`src/rtl/divider_32by16_seq.sv`:
```
// -----------------------------------------------------------------------------
// divider_32by16_seq
//   Sequential restoring divider: a 2N-bit unsigned dividend divided by an N-bit
//   unsigned divisor gives an N-bit quotient and an N-bit remainder. The divider
//   produces one quotient bit per clock, MSB first. Division by zero and
//   quotient overflow are classified when the operands are accepted. Those cases
//   finish after one cycle and are never iterated.
//
// Ports
//   clk         rising-edge clock
//   reset       asynchronous, active-low reset
//   start       request; sampled only while idle (busy==0)
//   dividend    2N-bit unsigned dividend, captured on the accepting edge
//   divisor     N-bit unsigned divisor, captured on the accepting edge
//   quotient    registered quotient, held until the next done
//   remainder   registered remainder, held until the next done
//   busy        high from the accepting edge up to the edge that raises done
//   done        single-cycle pulse, results valid
//   div_by_zero registered with done, divisor was zero
//   overflow    registered with done, dividend high half >= divisor
// -----------------------------------------------------------------------------
module divider_32by16_seq #(
  parameter int N = 16
) (
  input  logic           clk,
  input  logic           reset,
  input  logic           start,
  input  logic [2*N-1:0] dividend,
  input  logic [N-1:0]   divisor,
  output logic [N-1:0]   quotient,
  output logic [N-1:0]   remainder,
  output logic           busy,
  output logic           done,
  output logic           div_by_zero,
  output logic           overflow
);

  localparam logic [1:0] S_IDLE = 2'd0;
  localparam logic [1:0] S_RUN  = 2'd1;
  localparam logic [1:0] S_ERR  = 2'd2;

  localparam int CW = $clog2(N + 1);

  logic [1:0]    state;
  logic [N-1:0]  dvsr;
  logic [N-1:0]  prem;
  logic [N-1:0]  shreg;
  logic [N-2:0]  qacc;
  logic [CW-1:0] count;
  logic          err_dbz;

  logic          dbz_in;
  logic          ovf_in;
  logic [N:0]    trial;
  logic          qbit;
  logic [N-1:0]  prem_next;
  logic [N-1:0]  q_next;

  // Classify the incoming operands so that error cases skip the iteration.
  always_comb begin
    dbz_in = (divisor == '0);
    ovf_in = !dbz_in && (dividend[2*N-1:N] >= divisor);
  end

  // One restoring step. The trial value keeps the bit shifted out of the
  // partial remainder, so the compare is N+1 bits wide. When the subtraction
  // is taken, the true result is below the divisor and fits in N bits. The
  // low N bits of the difference are therefore exact. Between steps the
  // partial remainder is always below the divisor, so storing it in N bits
  // loses nothing.
  always_comb begin
    trial     = {prem, shreg[N-1]};
    qbit      = (trial >= {1'b0, dvsr});
    prem_next = qbit ? (trial[N-1:0] - dvsr) : trial[N-1:0];
    q_next    = {qacc, qbit};
  end

  // Control FSM and datapath. The done signal defaults low every edge, so it is
  // a one-cycle pulse unless the same edge completes another operation. The low
  // dividend half stays in shreg during ERR, because an error reports it back
  // as the remainder.
  always_ff @(posedge clk or negedge reset) begin
    if (!reset) begin
      state       <= S_IDLE;
      dvsr        <= '0;
      prem        <= '0;
      shreg       <= '0;
      qacc        <= '0;
      count       <= '0;
      err_dbz     <= 1'b0;
      quotient    <= '0;
      remainder   <= '0;
      busy        <= 1'b0;
      done        <= 1'b0;
      div_by_zero <= 1'b0;
      overflow    <= 1'b0;
    end else begin
      done <= 1'b0;
      case (state)
        S_IDLE: begin
          if (start) begin
            busy    <= 1'b1;
            dvsr    <= divisor;
            prem    <= dividend[2*N-1:N];
            shreg   <= dividend[N-1:0];
            qacc    <= '0;
            count   <= CW'(N);
            err_dbz <= dbz_in;
            state   <= (dbz_in || ovf_in) ? S_ERR : S_RUN;
          end
        end
        S_RUN: begin
          prem  <= prem_next;
          shreg <= {shreg[N-2:0], 1'b0};
          qacc  <= q_next[N-2:0];
          count <= count - CW'(1);
          if (count == CW'(1)) begin
            quotient    <= q_next;
            remainder   <= prem_next;
            div_by_zero <= 1'b0;
            overflow    <= 1'b0;
            done        <= 1'b1;
            busy        <= 1'b0;
            state       <= S_IDLE;
          end
        end
        S_ERR: begin
          quotient    <= '1;
          remainder   <= shreg;
          div_by_zero <= err_dbz;
          overflow    <= !err_dbz;
          done        <= 1'b1;
          busy        <= 1'b0;
          state       <= S_IDLE;
        end
        default: begin
          state <= S_IDLE;
        end
      endcase
    end
  end

endmodule
```
`config.mk`:
```
export PLATFORM = sky130hd
export DESIGN_NAME = divider_32by16_seq
export DESIGN_NICKNAME = d
export VERILOG_FILES = /design/src/rtl/divider_32by16_seq.sv
export SDC_FILE = /design/constraint.sdc
export NUM_CORES = 1
export LEC_CHECK = 0
export CAP_MARGIN = 0
export CORE_ASPECT_RATIO = 1.1
export CORE_UTILIZATION = 56
export CTS_BUF_LIST = sky130_fd_sc_hd__clkbuf_4
export DETAILED_ROUTE_END_ITERATION = 7
export GPL_TIMING_DRIVEN = 0
export PLACE_DENSITY_LB_ADDON = 0.1
export SLEW_MARGIN = 5
export SYNTH_ARGS = -nofsm -noshare
export SYNTH_HDL_FRONTEND = slang
export SYNTH_SLANG_ARGS = --single-unit
```
`constraint.sdc`:
```
create_clock -name clk -period 3.2 [get_ports clk]
set_input_delay 0.96 -clock clk [delete_from_list [all_inputs] [get_ports clk]]
set_output_delay 0.96 -clock clk [all_outputs]
set_load 0.02 [all_outputs]
```
## Yosys cells after proc, flatten, opt, wreduce, memory -nomap -nowiden

Cells that the tools add are included.

| operators by class | value |
|---|---|
| $add $sub $neg | 2 |
| order comparisons | 2 |
| equality and inequality tests | 5 |
| multiplexer cells | 24 |
| reduce and logical (&&, ||, !) cells | 14 |

Operators with widths:

| cell | number |
|---|---|
| 16-bit case mux with 2 select lines | 4 |
| 16-bit two-way mux | 5 |
| 15-bit case mux with 2 select lines | 1 |
| 17-bit by 16-bit >= comparator with 1-bit output | 1 |
| 16-bit >= comparator | 1 |
| 16-bit logical NOT | 1 |
| 16-bit subtractor | 1 |
| 15-bit two-way mux | 1 |
| 5-bit case mux with 2 select lines | 1 |
| 2-bit AND reduction | 4 |
| 2-bit two-way mux | 3 |
| 1-bit case mux with 2 select lines | 3 |
| 5-bit by 1-bit == test with 1-bit output (second input constant) | 1 |
| 5-bit two-way mux | 1 |
| 5-bit by 1-bit subtractor with 5-bit output (second input constant) | 1 |
| 2-bit inequality test (second input constant) | 2 |
| 2-bit case mux with 2 select lines | 1 |
| 2-bit nonzero test | 2 |
| 1-bit two-way mux | 3 |
| 1-bit case mux with 3 select lines | 1 |
| 3-bit AND reduction | 1 |
| 3-bit nonzero test | 1 |
| 2-bit by 1-bit == test with 1-bit output (second input constant) | 1 |
| 2-bit == test (second input constant) | 1 |
| other kinds (4) | 5 |

| storage, ports and cells | value |
|---|---|
| flip-flop bits (word level) | 107 |
| input bits | 51 |
| word-level logic and storage cells | 60 |

## Depth between registers and ports, before layout

| depth | value |
|---|---|
| word-level depth | 7 |
| gate-level depth with buffers | 11 |

## Worst setup path before layout

No wires, ideal clock.

| path | value |
|---|---|
| path type | input to register |
| start | input port dividend[16] |
| end | register state[0] |
| library setup time | 0.065 ns |
| arrival time | 2.286 ns |
| data required time | 3.135 ns |
| slack | 0.848 ns |
| stages on the path | 9 |
| buffers on the path | 0 |
| cells stage by stage | inv_1 -> ha_1 -> nand2b_1 -> a21o_1 -> a21o_1 -> a21oi_1 -> o21ai_0 -> a211oi_1 -> a22o_1 |

| between the ends | value |
|---|---|
| word-level cells in the longest chain between the ends | 6 |

RTL lines:

| what | line | text |
|---|---|---|
| start, declared | 28 | `input logic [2*N-1:0] dividend,` |
| 16-bit >= comparator | 62 | `ovf_in = !dbz_in && (dividend[2*N-1:N] >= divisor);` |
| 1-bit logical AND | 62 |  |
| 1-bit logical OR | 109 | `state <= (dbz_in \|\| ovf_in) ? S_ERR : S_RUN;` |
| 2-bit two-way mux | 109 |  |
| 2-bit two-way mux | 101 | `if (start) begin` |
| 2-bit case mux with 2 select lines | 99 | `case (state)` |
| end signal, assigned | 109 |  |
| end, declared | 44 | `logic [1:0] state;` |

No other way between the ends. The select of a mux whose other input is x is not followed.
A chain may end at the register's enable or synchronous reset.

## Worst setup path after layout

| path | value |
|---|---|
| start | input port divisor[0] |
| end | register state[1] |

| between the ends | value |
|---|---|
| word-level cells in the longest chain between the ends | 7 |
| elaborated cells between the ends (all ways) | 8 |

RTL lines:

| what | line | text |
|---|---|---|
| start, declared | 29 | `input logic [N-1:0] divisor,` |
| branches (longest 3 deep; another with 16-bit >= comparator) | - |  |
| 1-bit logical OR * | 109 |  |
| 2-bit two-way mux * | 109 |  |
| 2-bit two-way mux * | 101 |  |
| 2-bit case mux with 2 select lines * | 99 |  |

Mark *: on every way between the ends. The select of a mux whose other input is x is not followed.

==> results.txt <==
- Run status: completed
* R2r startpoint: prem[11]$_DFFE_PN0P_
- Across all hold checks on the routed design, the worst slack comes to ~0.46 ns.
- The worst register-to-register path ends at prem[7]$_DFFE_PN0P_.
- The number of antenna violations at the first check in global routing was 0.
- Initial standard-cell utilization of the core: around 58%
- Floorplan core area: between 0.009 and 0.01 mm2
* Wire length after detailed routing: 15.19 mm
- Final Max Slew Viols: 0
* Final count of hold timing violations: 0
* RePlAce Congestion: about 0.94
- The clock drives 107 sinks.
- Port buffering added 86 buffers.
* Highest clock rate: ~350 MHz
- Hold Crit Class: in2async
- The initialized floorplan defines 38 standard-cell rows.
- Dividing total power by cell area gives a power density of between 1000 and 1500 mW/mm2.
- Fraction of the yosys area taken by sequential cells: a little under half
- Non-filler cells, final: a little over 800
- Maximum number of buffers from clock root to sink: 2
- TritonCTS clock tree: yes
- The multi-input combinational cells in the finished layout cover a total of ~0.0028 mm2.
- The worst register-to-register path has a depth of 9.
- Pin count of the biggest net entering global routing: 60
- Global routing consumed, on the met3 layer, 3.426% of the routing resources.
* DRT iter0 DRCs: 260
* Required @ worst endpoint: roughly 3.6 ns
- Vias in the first global route: between 4,000 and 5,000
- After global routing, the most crowded layer is met2.
* NumNets Final: 787
* Global-route wire length before repair: 24.57 mm
- Kind of end point of the critical path: flip-flop
- Setup repair after global routing left no endpoint under its margin.
- Synthesized area: between 0.005 and 0.006 mm2
- Clk Tree Root Cell: clkbuf_4
- Fraction of post-synthesis cell area in the top cell type by area: between 40% and 50%
- The first TritonRoute pass finished after 5 iterations.
* Most area-hungry cell type in the Yosys netlist: dfrtp_1
* Final number of setup-violating endpoints: 0
- Post-layout util: 69.77%
- In the final routed layout, each cell accounts on average for approximately 18 um.
- Clock insertion delay at the later pin of the skew report: approximately 0.5 ns
- Power after layout: 7.889 mW
- Met2 GRT Util: a little over half
- Post-CTS Setup Inserts: 0
* Relative area change from synthesis to final layout: 20.48%
- When the netlist entered floorplanning its net count stood at between 600 and 700.
- Endpoint of the most critical setup path: state[1]$_DFFE_PN0P_
* Setup CP Type: in2reg
- Number of antenna-violating nets in the routed design: 0
- Mean instance size in the synthesized netlist: between 9 and 10 um2
- The routed layout has about 5,000 vias.
- Setup slack on the worst flop-to-flop path: between 0.4 and 0.5 ns
- Worst max-slew margin expressed relative to the limit: 23.19%
- Filler instances: ~810
- Counting flops and latches in the post-synthesis netlist gives 107.
* Vias/cell: around 6
- Clock-pin slew reported for the worst setup and hold paths after clock tree synthesis: ~0.17 ns
- After synthesis, the cell types taking the most area are dfrtp_1 47%, ha_1 8.0%, nand2_1 4.0%.
- Number of placed instances with taps included: 807
* Crit path arrival time: about 3.2 ns
- Counting every instance in the synthesized netlist gives 600.
* Transition time at the pin with the least slew margin: ~1.1 ns
- GRT Residual Overflow: 0
- Across the routed clock network, the largest skew measured is between 0.01 and 0.015 ns.
* Fraction of final layout cells with drive strength greater than 1: 5.405%
* GR met1 Demand/Resource: 37.59%
- Post-synth EDFFs: 0
- After layout, the worst path uses roughly nine tenths of the clock period.
- In this run, CTS created clock tree buffers numbering 9.
* Post-route minimum period: approximately 2.9 ns
- The repair_antennas step left the layout with diodes totalling 0.
* Leakage Power: about 3.1 nW
* Total GRT Usage: between 30% and 40%
- Yosys mapped the design onto 52 distinct sky130hd cell types.
* Worst-path maximum fanout: 3
- The Yosys step of the flow raised 0 warnings.
* IO Pins: 87
* Post-DP HPWL: between 10 and 15 mm
* DRC: 0
- The clock tree synthesis step divided the H-tree into 3 levels.
- Overall die height: roughly 110 um
- Across the run, the number of max-cap violations was 0.
- Setup TNS Final: 0 ns
- In the synthesized netlist the async set-or-reset flop fraction comes to 100.0%.
- For this run, the leading register cell type out of synthesis is dfrtp_1.
- Across the VDD grid, the largest voltage drop is ~0.43 mV.
- Full die area: 0.01069 mm2
* Critical path startpoint category: primary input
- Tracing the worst setup path back leads to its startpoint at divisor[0].
- The sequential cells in the finished layout cover a total of approximately 0.0027 mm2.
- Die extent in x: roughly 100 um
-- cells in the mapped netlist (all sizes together), types with 3 or more instances --
library cell and number:
nor2 42, o21ai 68, nand3 5, a22oi 18, mux2i 19, xor2 8, nor4 7, a211oi 4
inv 43, xnor2 7, dfrtp 107, a31oi 4, nand2b 6, nand2 62, a21oi 37, o22ai 28
buf 5, nand4 6, nor2b 3, o211ai 4, nor3 5, a22o 18, a21o 9, ha 37
or3 3, and2 4, clkbuf 19
-- cell usage in the layout, fill, tap and decap left out, drive strengths merged, types with 6 or more instances in the layout --
cell type / instances
buf: 7
mux2i: 19
dfrtp: 107
clkdlybuf4s50: 85
nand4: 6
a21oi: 37
o22ai: 28
o21ai: 68
xor2: 8
ha: 37
nor4: 7
a22o: 18
a21o: 9
nand2b: 6
inv: 45
xnor2: 7
a22oi: 18
nand2: 62
nor2: 42
clkbuf: 29
-- routing by layer --
metal	share of wire, %	vias up
li1	-	2362
met1	42	2406
met2	50	189
met3	5.2	31
met4	3.1	0
met5	0	-
-- power by group --
part	internal, mW	leakage, nW	total [mW]	switching [mW]
sequential	1.87	1.32	2.25	0.378
combinational	1.94	1.72	4.90	2.96
clock	0.250	0.0809	0.732	0.483
-- per-stage QoR --
stage	area [um2]	worst slack, ns
4_1_cts	6928	0.03896
3_3_place_gp	6765	-2.814
3_5_place_dp	6790	-0.4636
2_1_floorplan	5754	0.8482
5_1_grt	6933	0.2185
6_report	6933	0.3484
-- area by class of cell --
cell class	instances	share of cell area, %
clock buffers	10	1.083
plain buffers	24	1.534
well taps	120	2.166
flip-flops and latches	107	38.62
inverters	44	2.382
clock inverters	6	0.9024
multi-input cells	425	40.53
repair buffers	87	12.78
-- repair_timing --
item	CTS	global route
hold buffers	0	0
gates resized for setup	0	1
setup endpoints to repair	0	2
-- how the worst min path moves through the flow --
| stage | endpoint | start |
|---|---|---|
| 3_3_place_gp | quotient[9]$_DFFE_PN0P_ | quotient[9]$_DFFE_PN0P_ |
| 4_1_cts | quotient[5]$_DFFE_PN0P_ | reset |
| 5_1_grt | quotient[5]$_DFFE_PN0P_ | reset |
| 2_1_floorplan | dvsr[10]$_DFFE_PN0P_ | dvsr[10]$_DFFE_PN0P_ |
| 6_report | quotient[5]$_DFFE_PN0P_ | reset |
| 3_5_place_dp | quotient[8]$_DFFE_PN0P_ | quotient[8]$_DFFE_PN0P_ |
-- critical path, stage by stage --
cell and delay (ns):
clkdlybuf4s50_1 0.57, ha_1 0.26, nand2b_1 0.13, a21o_1 0.17, a21o_1 0.17, a21oi_1 0.16, o21ai_0 0.16, a211oi_2 0.48
o21ai_0 0.16
-- sequential cells by signal, summed over array words and instances (netlist names) --
| signal | flops |
|---|---|
| overflow | 1 |
| state | 2 |
| done | 1 |
| quotient | 16 |
| dvsr | 16 |
| prem | 16 |
| div_by_zero | 1 |
| count | 5 |
| err_dbz | 1 |
| remainder | 16 |
| busy | 1 |
| qacc | 15 |
| shreg | 16 |
-- kinds of logic (layout without fill, tap and decap cells) --
family          Yosys count  in the layout  share of synthesized area (%)
compound gates          203            203                          22.87
simple gates            148            148                          11.50
flops                   107            107                          46.53
buf+inv                  68            171                          4.718
fa+ha+maj                38             38                          8.393
mux                      21             21                          3.696
xor+xnor                 15             15                          2.283
(Power assumes the default switching activity.)
